<file path="config.mk">
export PLATFORM = sky130hd
export DESIGN_NAME = seg_score_reader_flat
export DESIGN_NICKNAME = d
export VERILOG_FILES = /design/src/rtl/seg_score_reader_if.sv /design/src/rtl/seg_score_reader.sv /design/src/flat_wrapper.sv
export SDC_FILE = /design/constraint.sdc
export NUM_CORES = 1
export LEC_CHECK = 0
export ABC_AREA = 1
export BUFFER_PORTS_ARGS = -buffer_cell sky130_fd_sc_hd__buf_2
export CAP_MARGIN = 20
export CORE_MARGIN = 2
export CORE_UTILIZATION = 25
export CTS_BUF_LIST = sky130_fd_sc_hd__clkbuf_4
export DETAILED_ROUTE_END_ITERATION = 10
export SLEW_MARGIN = 30
export SYNTH_ARGS = -nofsm -noshare
export SYNTH_HDL_FRONTEND = slang
export SYNTH_SLANG_ARGS = --single-unit
export TNS_END_PERCENT = 5
</file>
<file path="constraint.sdc">
create_clock -name clk_1khz_i -period 3.78 [get_ports clk_1khz_i]
set_input_delay 0.378 -clock clk_1khz_i [delete_from_list [all_inputs] [get_ports clk_1khz_i]]
set_output_delay 0.378 -clock clk_1khz_i [all_outputs]
set_load 0.005 [all_outputs]
</file>
<file path="src/rtl/seg_score_reader_if.sv">
// Segment bus and readback results exchanged with seg_score_reader.
// The master drives the digit segments; the slave is the reader.
interface seg_score_reader_if;
   logic [6:0] seg_tens_i;
   logic [6:0] seg_ones_i;
   logic [3:0] tens_o;
   logic [3:0] ones_o;
   logic [6:0] score_o;
   logic       valid_o;
   logic       update_o;
   logic       inc_o;
   logic       zero_o;
   logic       jump_o;
   logic       error_o;
   logic [7:0] err_count_o;

   modport master (
      output seg_tens_i, seg_ones_i,
      input  tens_o, ones_o, score_o, valid_o, update_o,
      input  inc_o, zero_o, jump_o, error_o, err_count_o
   );

   modport slave (
      input  seg_tens_i, seg_ones_i,
      output tens_o, ones_o, score_o, valid_o, update_o,
      output inc_o, zero_o, jump_o, error_o, err_count_o
   );
endinterface

</file>
<file path="src/rtl/seg_score_reader.sv">
// Debounced two-digit seven-segment score readback with change classification.
// Define SEG_READER_ERRCNT_EN to build the saturating undecodable-pattern counter.
module seg_score_reader #(
   parameter int unsigned STABLE_CYCLES = 4
) (
   input logic clk_1khz_i,
   input logic rst_i,
   seg_score_reader_if.slave bus
);

   localparam logic [7:0] STAB = 8'(STABLE_CYCLES);

   // {legal, bcd}; anything outside the ten glyphs is illegal
   function automatic logic [4:0] dec7(input logic [6:0] s);
      case (s)
         7'h3F:   dec7 = 5'h10;
         7'h06:   dec7 = 5'h11;
         7'h5B:   dec7 = 5'h12;
         7'h4F:   dec7 = 5'h13;
         7'h66:   dec7 = 5'h14;
         7'h6D:   dec7 = 5'h15;
         7'h7D:   dec7 = 5'h16;
         7'h07:   dec7 = 5'h17;
         7'h7F:   dec7 = 5'h18;
         7'h6F:   dec7 = 5'h19;
         default: dec7 = 5'h00;
      endcase
   endfunction

   logic [13:0] samp;
   logic [7:0]  run;
   logic        fire;
   logic [3:0]  tens_q, ones_q;
   logic [6:0]  score_q;
   logic        valid_q, update_q, inc_q, zero_q, jump_q, error_q;

   logic [13:0] pat;
   logic        differs;
   logic [4:0]  t_dec, o_dec;
   logic        off, legal;
   logic [6:0]  nv;
   logic        changed, is_inc;

   assign pat     = {bus.seg_tens_i, bus.seg_ones_i};
   assign differs = pat != samp;
   assign t_dec   = dec7(samp[13:7]);
   assign o_dec   = dec7(samp[6:0]);
   assign off     = samp == 14'd0;
   // a blank tens digit reads as a leading zero
   assign legal   = (t_dec[4] | (samp[13:7] == 7'd0)) & o_dec[4];
   assign nv      = {t_dec[3:0], 3'b000}
                  + {2'b00, t_dec[3:0], 1'b0}
                  + {3'b000, o_dec[3:0]};
   assign changed = !valid_q || (nv != score_q);
   assign is_inc  = valid_q && (nv == score_q + 7'd1);

   always_ff @(posedge clk_1khz_i) begin
      if (rst_i) begin
         samp     <= '0;
         run      <= '0;
         fire     <= 1'b0;
         tens_q   <= '0;
         ones_q   <= '0;
         score_q  <= '0;
         valid_q  <= 1'b0;
         update_q <= 1'b0;
         inc_q    <= 1'b0;
         zero_q   <= 1'b0;
         jump_q   <= 1'b0;
         error_q  <= 1'b0;
      end else begin
         samp     <= pat;
         update_q <= 1'b0;
         inc_q    <= 1'b0;
         zero_q   <= 1'b0;
         jump_q   <= 1'b0;
         if (differs)
            run <= 8'd1;
         else if (run != STAB)
            run <= run + 8'd1;
         // high exactly in the cycle the run first reaches STAB
         fire <= !differs && (run == STAB - 8'd1);
         if (fire && !off) begin
            if (!legal) begin
               error_q <= 1'b1;
            end else if (changed) begin
               tens_q   <= t_dec[3:0];
               ones_q   <= o_dec[3:0];
               score_q  <= nv;
               valid_q  <= 1'b1;
               update_q <= 1'b1;
               zero_q   <= nv == 7'd0;
               inc_q    <= (nv != 7'd0) && is_inc;
               jump_q   <= (nv != 7'd0) && !is_inc;
            end
         end
      end
   end

   assign bus.tens_o   = tens_q;
   assign bus.ones_o   = ones_q;
   assign bus.score_o  = score_q;
   assign bus.valid_o  = valid_q;
   assign bus.update_o = update_q;
   assign bus.inc_o    = inc_q;
   assign bus.zero_o   = zero_q;
   assign bus.jump_o   = jump_q;
   assign bus.error_o  = error_q;

`ifdef SEG_READER_ERRCNT_EN
   logic [7:0] err_cnt;

   always_ff @(posedge clk_1khz_i) begin
      if (rst_i)
         err_cnt <= '0;
      else if (fire && !off && !legal && err_cnt != 8'hFF)
         err_cnt <= err_cnt + 8'd1;
   end

   assign bus.err_count_o = err_cnt;
`else
   assign bus.err_count_o = '0;
`endif

endmodule

</file>
<file path="src/flat_wrapper.sv">
// flat-port wrapper written by rule: the top's interface ports become plain ports
module seg_score_reader_flat 
#(
   parameter int unsigned STABLE_CYCLES = 4
)
  (clk_1khz_i, rst_i, bus_seg_tens_i, bus_seg_ones_i, bus_tens_o, bus_ones_o, bus_score_o, bus_valid_o, bus_update_o, bus_inc_o, bus_zero_o, bus_jump_o, bus_error_o, bus_err_count_o);
  seg_score_reader_if bus_i ();
  input logic clk_1khz_i;
  input logic rst_i;
  input wire logic [$bits(bus_i.seg_tens_i)-1:0] bus_seg_tens_i;
  input wire logic [$bits(bus_i.seg_ones_i)-1:0] bus_seg_ones_i;
  output wire logic [$bits(bus_i.tens_o)-1:0] bus_tens_o;
  output wire logic [$bits(bus_i.ones_o)-1:0] bus_ones_o;
  output wire logic [$bits(bus_i.score_o)-1:0] bus_score_o;
  output wire logic [$bits(bus_i.valid_o)-1:0] bus_valid_o;
  output wire logic [$bits(bus_i.update_o)-1:0] bus_update_o;
  output wire logic [$bits(bus_i.inc_o)-1:0] bus_inc_o;
  output wire logic [$bits(bus_i.zero_o)-1:0] bus_zero_o;
  output wire logic [$bits(bus_i.jump_o)-1:0] bus_jump_o;
  output wire logic [$bits(bus_i.error_o)-1:0] bus_error_o;
  output wire logic [$bits(bus_i.err_count_o)-1:0] bus_err_count_o;
  assign bus_i.seg_tens_i = bus_seg_tens_i;
  assign bus_i.seg_ones_i = bus_seg_ones_i;
  assign bus_tens_o = bus_i.tens_o;
  assign bus_ones_o = bus_i.ones_o;
  assign bus_score_o = bus_i.score_o;
  assign bus_valid_o = bus_i.valid_o;
  assign bus_update_o = bus_i.update_o;
  assign bus_inc_o = bus_i.inc_o;
  assign bus_zero_o = bus_i.zero_o;
  assign bus_jump_o = bus_i.jump_o;
  assign bus_error_o = bus_i.error_o;
  assign bus_err_count_o = bus_i.err_count_o;
  seg_score_reader #(.STABLE_CYCLES(STABLE_CYCLES)) u_core (.clk_1khz_i(clk_1khz_i), .rst_i(rst_i), .bus(bus_i));
endmodule
</file>
==> results of run 1 <==
[worst max-delay path, cell delays in order (launching register included)]
cell	delay [ns]
dfxtp_4	0.39
inv_2	0.04
nand2_1	0.07
nor2_1	0.07
nand2_1	0.10
nand2_1	0.06
a21oi_1	0.14
nand3_2	0.13
fa_1	0.58
inv_1	0.06
fa_1	0.53
xnor2_1	0.18
nor2_1	0.10
nand2_1	0.06
nor2_1	0.09
nand3_1	0.08
nor2_2	0.13
nand2_4	0.10
buf_6	0.16
a21oi_1	0.16
nor2_1	0.06
[how the worst max path moves through the flow]
stage	startpoint	end	slack, ns	cells after the start
floorplan	u_core.samp[10]$_SDFF_PP0_	u_core.bus.score_o[2]$_SDFFE_PP0P_	0.65	20
finish	u_core.samp[11]$_SDFF_PP0_	u_core.bus.tens_o[1]$_SDFFE_PP0P_	0.40	20
global placement	u_core.samp[10]$_SDFF_PP0_	u_core.bus.tens_o[1]$_SDFFE_PP0P_	0.40	20
CTS	u_core.samp[11]$_SDFF_PP0_	u_core.bus.tens_o[1]$_SDFFE_PP0P_	0.27	20
detailed placement	u_core.samp[11]$_SDFF_PP0_	u_core.bus.tens_o[1]$_SDFFE_PP0P_	0.28	20
global route	u_core.samp[11]$_SDFF_PP0_	u_core.bus.ones_o[1]$_SDFFE_PP0P_	0.01	20
[cells by family (layout without fill, tap and decap cells)]
family                   count (synthesis)  count (layout)
XOR/XNOR                                13              13
other                                    1               8
AO/OA/AOI/OAI                           24              24
buffers and inverters                   79             109
flip-flops                              43              43
adder cells (fa/ha/maj)                 12              12
AND/OR/NAND/NOR                        265             265
[layout make-up]
class,count,area (sq um),share of cell area [%]
Tap cell,140,175,5.51
Clock buffer,5,37.5,1.18
Timing Repair Buffer,38,199,6.26
Inverter,63,236,7.44
Sequential cell,43,867,27.3
Clock inverter,3,43.8,1.38
Multi-Input combinational cell,322,1620,50.9
[sequential cells by signal, summed over array words and instances (netlist names)]
name / flops
u_core.samp: 14
u_core.bus.score_o: 7
u_core.bus.valid_o: 1
u_core.bus.error_o: 1
u_core.bus.inc_o: 1
u_core.bus.jump_o: 1
u_core.fire: 1
u_core.bus.tens_o: 4
u_core.bus.ones_o: 3
u_core.bus.zero_o: 1
u_core.bus.update_o: 1
u_core.run: 8
[metal layers]
| layer | vias to the layer above | share of wire (%) |
|---|---|---|
| li1 | 1418 | - |
| met1 | 1155 | 48 |
| met2 | 38 | 47 |
| met3 | 9 | 3.9 |
| met4 | 0 | 1.3 |
| met5 | - | 0 |
[synth_stat cells, types with 2 or more instances]
| cell type | n |
|---|---|
| inv_2 | 3 |
| ha_1 | 10 |
| buf_6 | 4 |
| clkbuf_1 | 2 |
| nand3b_1 | 3 |
| nor3_1 | 8 |
| nand2_2 | 9 |
| xor2_1 | 8 |
| fa_1 | 2 |
| nand2_1 | 112 |
| nor2_1 | 77 |
| xnor2_1 | 5 |
| dfxtp_1 | 43 |
| o21ai_0 | 3 |
| nand4_1 | 14 |
| a21oi_1 | 19 |
| nor2_2 | 2 |
| or2_2 | 2 |
| nor3_2 | 2 |
| buf_4 | 9 |
| inv_1 | 59 |
| nand3_1 | 30 |
[repair_timing]
| item | in CTS | in global routing |
|---|---|---|
| resized for setup | 0 | 7 |
| endpoints found under the setup margin | 0 | 14 |
| buffers inserted | 0 | 1 |
[power groups by stage]
stage	combinational (W)	clock (W)	sequential, W
global route	0.0000845	0.000332	0.000475
detailed placement	0.0000719	0	0.000483
global placement	0.0000704	0	0.000482
finish	0.0000718	0.000304	0.000473
floorplan	0.0000574	0	0.000480
CTS	0.0000722	0.000314	0.000473
[stage by stage]
step / worst slack [ns] / hold slack, ns / power, W
6_report: 0.396 / 0.226 / 0.000849
5_1_grt: 0.0113 / 0.205 / 0.000892
4_1_cts: 0.265 / 0.213 / 0.000859
3_5_place_dp: 0.282 / 0.466 / 0.000555
3_3_place_gp: 0.403 / 0.457 / 0.000553
2_1_floorplan: 0.650 / 0.461 / 0.000538
==> metrics, run 1 <==
Comb pwr share=8.5%; final-report hold violation count=0; cell row count=38; cell count after synthesis=437; Inst Count DP=605; Main synth FF type=dfxtp_1; grt total ovfl=0; syn_area_per_cell=6.42 sq um; clock buffer count from CTS=5; Hold Crit Start=bus_seg_ones_i[0]; CTS tree=done; met1 global-route usage=15.3%; Non-Filler Cell Area, Final=3180 sq um; hold-fix buffers at CTS=0; layout cells sized above 1=15.2%; Net Sw Power=0.000222 W; global-route wire length before repair=11.5 mm; Switching Fraction=26.1%; min Tclk post-route=3.38 ns; Synth top area share=30.7%; R2R depth=20; largest net degree at the start of global routing=25; Nets=501; clock sink count=43; Ports=45; r2r startpoint=u_core.samp[11]$_SDFF_PP0_; r2r setup slk=0.40 ns; Worst Hold Class=input pin to flip-flop; worst path required time=4.05 ns; DR vias=2620; status=complete, no violations; DRC Markers=0; post-route setup TNS=0 ns; fraction of the mapped netlist area in adder cells=5.89%; top cells by area, synth=dfxtp_1 (31%), nand2_1 (15%), nor2_1 (10%), inv_1 (7.9%), nand3_1 (5.4%); LEAKAGE=1.63 nW; xor and xnor area share after synthesis=4.06%; sequential element share of the synthesized area=30.7%; commonest cells after routing, fill and taps aside=nand2_1 (112), nor2_1 (77), inv_1 (59); Pwr Density=267 nW/um^2; Yosys top cell by area=dfxtp_1; part of the power in the clock network=35.8%; Max VDD drop=0.000171 V; Synth Cell Area=2810 sq um; DIE HEIGHT=110 um; Critical Setup Path Class=flip-flop to flip-flop; Slew @ Worst Pin=0.561 ns; final slew viol count=0; clock root buffer master=clkbuf_4; Unique masters post-synth=33; R2R Path End=u_core.bus.tens_o[1]$_SDFFE_PP0P_; placed wire-length estimate=5.11 mm; Area growth syn-to-layout=13.3%; Reg clk slew, reported paths=0.15 ns; Tcrit/Tclk final=89.5%; die width=110 um; # fillers=1199; CP Launch Type=flip-flop; commonest non-fill, non-tap cell in the layout=nand2_1; grt peak-use layer=met2; starting density of the core=25.8%; post-layout util=29.2%; Sequential Power Share=55.7%; # port buffers=36; DR pass1 iterations=4; Final Skew=0.0145 ns; asr flop ratio synth=0%; met3 usage in global routing=2.25%; Via density=4.27; post-synthesis mux area share=0%; CP endpoint kind=flip-flop; core area=10900 sq um; unrepaired setup endpoints after global routing=false; Hold EP=u_core.samp[0]$_SDFF_PP0_; largest family of logic cells by synthesized area=simple AND/OR/NAND/NOR gates; CTS max path bufs=2; drt total wl=6.39 mm; worst skew pair latency=0.36 ns; Post-Synth Simple-Gate Area=42.0%; Worst Hold Path Cells=3; gpl congestion=0.850; Rel. slew slack=62.4%; Yosys reg bits=43; Routed Antenna Nets=0; die area=12100 sq um; number of global-route vias before repair=2593; fin cells=614; DR iter-0 viols=84; Max Cap Viol=0; crit path DAT=3.65 ns; number of flops mapped to enable cells by yosys=0; Int Power=0.000627 W; CP max FO=15; Global Route met2 Usage=19.8%; post-synthesis compound-gate area fraction=4.33%; All-Layer GR Usage=11.7%; initial antenna violation count=0; CTS H-tree lvls=2; Ys Warns=0; Post-Place Cell Area=3070 sq um; WL per Instance=10.4 um; Max Clk Rate=296 MHz; n_diodes=0; Final setup viols=0
(Power assumes the default switching activity.)
==> inputs of run 2 (changes only) <==
- PLACE_DENSITY: default -> 0.46
- REMOVE_ABC_BUFFERS: default -> 1
==> metrics, run 2 (same netlist as run 1, synthesis figures left out) <==
status=complete, no violations (unchanged); DR vias=2624 (was 2620); # fillers=1205 (was 1199); Worst Hold Class=input pin to flip-flop (unchanged); CP Launch Type=flip-flop (unchanged); grt total ovfl=0 (unchanged); hold-fix buffers at CTS=0 (unchanged); Min Hold Slack=0.200 ns (was 0.226 ns); Routed Antenna Nets=0 (unchanged); Slew @ Worst Pin=0.559 ns (was 0.561 ns); post-route setup TNS=0 ns (unchanged); min Tclk post-route=3.45 ns (was 3.38 ns); CTS max path bufs=2 (unchanged); core area=10900 sq um (unchanged); max reg flops=14 (unchanged); commonest non-fill, non-tap cell in the layout=nand2_1 (unchanged); drt total wl=6.63 mm (was 6.39 mm); Max Cap Viol=0 (unchanged); r2r setup slk=0.33 ns (was 0.40 ns); Hold Crit Start=bus_seg_ones_i[2] (was bus_seg_ones_i[0]); DRC Markers=0 (unchanged); CP max FO=15 (unchanged); worst path required time=4.07 ns (was 4.05 ns); CP endpoint kind=flip-flop (unchanged); commonest cells after routing, fill and taps aside=nand2_1 (112), nor2_1 (77), inv_1 (59) (unchanged); All-Layer GR Usage=11.8% (was 11.7%); worst skew pair latency=0.38 ns (was 0.36 ns); global-route wire length before repair=11.1 mm (was 11.5 mm); Critical Setup Path Class=flip-flop to flip-flop (unchanged); CTS H-tree lvls=2 (unchanged); DR pass1 iterations=4 (unchanged); R2R Path End=u_core.bus.score_o[5]$_SDFFE_PP0P_ (was u_core.bus.tens_o[1]$_SDFFE_PP0P_); clock sink count=43 (unchanged); Ports=45 (unchanged); final-report hold violation count=0 (unchanged); Rel. slew slack=62.5% (was 62.4%); n_diodes=0 (unchanged); die width=110 um (unchanged); clock buffer count from CTS=5 (unchanged); WL per Instance=10.8 um (was 10.4 um); Max Clk Rate=290 MHz (was 296 MHz); placed wire-length estimate=5.25 mm (was 5.11 mm); largest net degree at the start of global routing=25 (unchanged); initial antenna violation count=0 (unchanged); Final setup viols=0 (unchanged); Area growth syn-to-layout=13.2% (was 13.3%); layout cells sized above 1=15.2% (unchanged); Pwr Density=271 nW/um^2 (was 267 nW/um^2); # port buffers=36 (unchanged); CTS tree=done (unchanged); crit path DAT=3.74 ns (was 3.65 ns); LEAKAGE=1.63 nW (about the same); number of global-route vias before repair=2390 (was 2593); Final Skew=0.0177 ns (was 0.0145 ns); unrepaired setup endpoints after global routing=false (unchanged); cell row count=38 (unchanged); Hold EP=u_core.samp[2]$_SDFF_PP0_ (was u_core.samp[0]$_SDFF_PP0_); Worst Hold Path Cells=3 (unchanged); DR iter-0 viols=170 (was 84); Nets=501 (unchanged); clock root buffer master=clkbuf_4 (unchanged); Reg clk slew, reported paths=0.15 ns (about the same); Biggest register=u_core.samp (unchanged); Max VDD drop=0.000122 V (was 0.000171 V); DIE HEIGHT=110 um (unchanged); Tcrit/Tclk final=91.2% (was 89.5%); gpl congestion=0.870 (was 0.850); r2r startpoint=u_core.samp[11]$_SDFF_PP0_ (unchanged); die area=12100 sq um (unchanged); R2R depth=20 (unchanged); starting density of the core=25.8% (unchanged); final slew viol count=0 (unchanged); Via density=4.27 (about the same)
==> run 2: changes by cell type in the layout (fill, tap and decap cells not counted), sizes merged <==
cell and change:
clkinv -1, inv +1
==> run 2: worst max-delay path: stages, from the launching register on <==
cell	delay, ns
dfxtp_2	0.39
inv_2	0.05
nand2_1	0.07
nor2_1	0.06
nand2_1	0.11
nand2_1	0.06
a21oi_1	0.14
nand3_2	0.13
fa_1	0.58
inv_1	0.06
fa_1	0.53
xnor2_1	0.18
nor2_1	0.11
nand2_1	0.05
nor2_1	0.08
nand3_1	0.08
nor2_2	0.13
nand2_4	0.14
buf_4	0.20
a21oi_1	0.14
nor2_1	0.06
==> run 2: worst max-delay path by stage <==
| stage | slack [ns] | startpoint | cells past startpoint | end |
|---|---|---|---|---|
| 4_1_cts | 0.17 | u_core.samp[11]$_SDFF_PP0_ | 20 | u_core.bus.score_o[5]$_SDFFE_PP0P_ |
| 6_report | 0.33 | u_core.samp[11]$_SDFF_PP0_ | 20 | u_core.bus.score_o[5]$_SDFFE_PP0P_ |
| 3_3_place_gp | 0.28 | u_core.samp[11]$_SDFF_PP0_ | 21 | u_core.bus.zero_o$_SDFF_PP0_ |
| 5_1_grt | 0.008 | u_core.samp[12]$_SDFF_PP0_ | 21 | u_core.bus.score_o[5]$_SDFFE_PP0P_ |
| 2_1_floorplan | 0.51 | u_core.samp[10]$_SDFF_PP0_ | 21 | u_core.bus.ones_o[3]$_SDFFE_PP0P_ |
| 3_5_place_dp | 0.23 | u_core.samp[11]$_SDFF_PP0_ | 20 | u_core.bus.score_o[5]$_SDFFE_PP0P_ |
==> run 2: layout make-up <==
cell class | instances | area (sq um) | share of cell area, %
clock buffer | 5 | 37.5 | 1.18
timing repair buffer | 38 | 195 | 6.15
inverter | 63 | 236 | 7.45
clock inverter | 3 | 47.5 | 1.50
multi-input combinational | 322 | 1620 | 51.0
tap | 140 | 175 | 5.52
sequential | 43 | 865 | 27.2
==> run 2: report_power, final <==
group	switching, W	total (W)	internal (W)
sequential	0.0000112	0.000474	0.000462
clock	0.000173	0.000315	0.000143
combinational	0.0000465	0.0000719	0.0000254
==> run 2: stage by stage <==
| stage | instances | utilization, % | setup slack (ns) | power [W] | area, sq um |
|---|---|---|---|---|---|
| after floorplan | 428 | - | 0.511 | 0.000529 | 2710 |
| after global placement | 606 | 28.3 | 0.278 | 0.000555 | 3080 |
| after detailed placement | 606 | 28.3 | 0.227 | 0.000555 | 3080 |
| after CTS | 614 | 29.0 | 0.171 | 0.000878 | 3160 |
| after global routing | 614 | 29.2 | 0.00780 | 0.000915 | 3180 |
| final | 614 | 29.2 | 0.332 | 0.000861 | 3180 |
==> run 2: layer usage <==
layer | share of wire [%] | wire length (um) | vias up | GRT usage, %
met2 | 45 | 2980 | 45 | 18.9
met5 | 0 | 0 | - | 0
met1 | 50 | 3310 | 1151 | 15.6
met3 | 3.4 | 224 | 12 | 2.37
li1 | - | - | 1416 | -
met4 | 1.7 | 112 | 0 | 4.43
==> run 2: what timing repair did <==
| action | 4_1_cts | 5_1_grt |
|---|---|---|
| setup endpoints to repair | 0 | 11 |
| hold endpoints to repair | 0 | 0 |
| gates resized for setup | 0 | 5 |
| setup buffers | 0 | 0 |
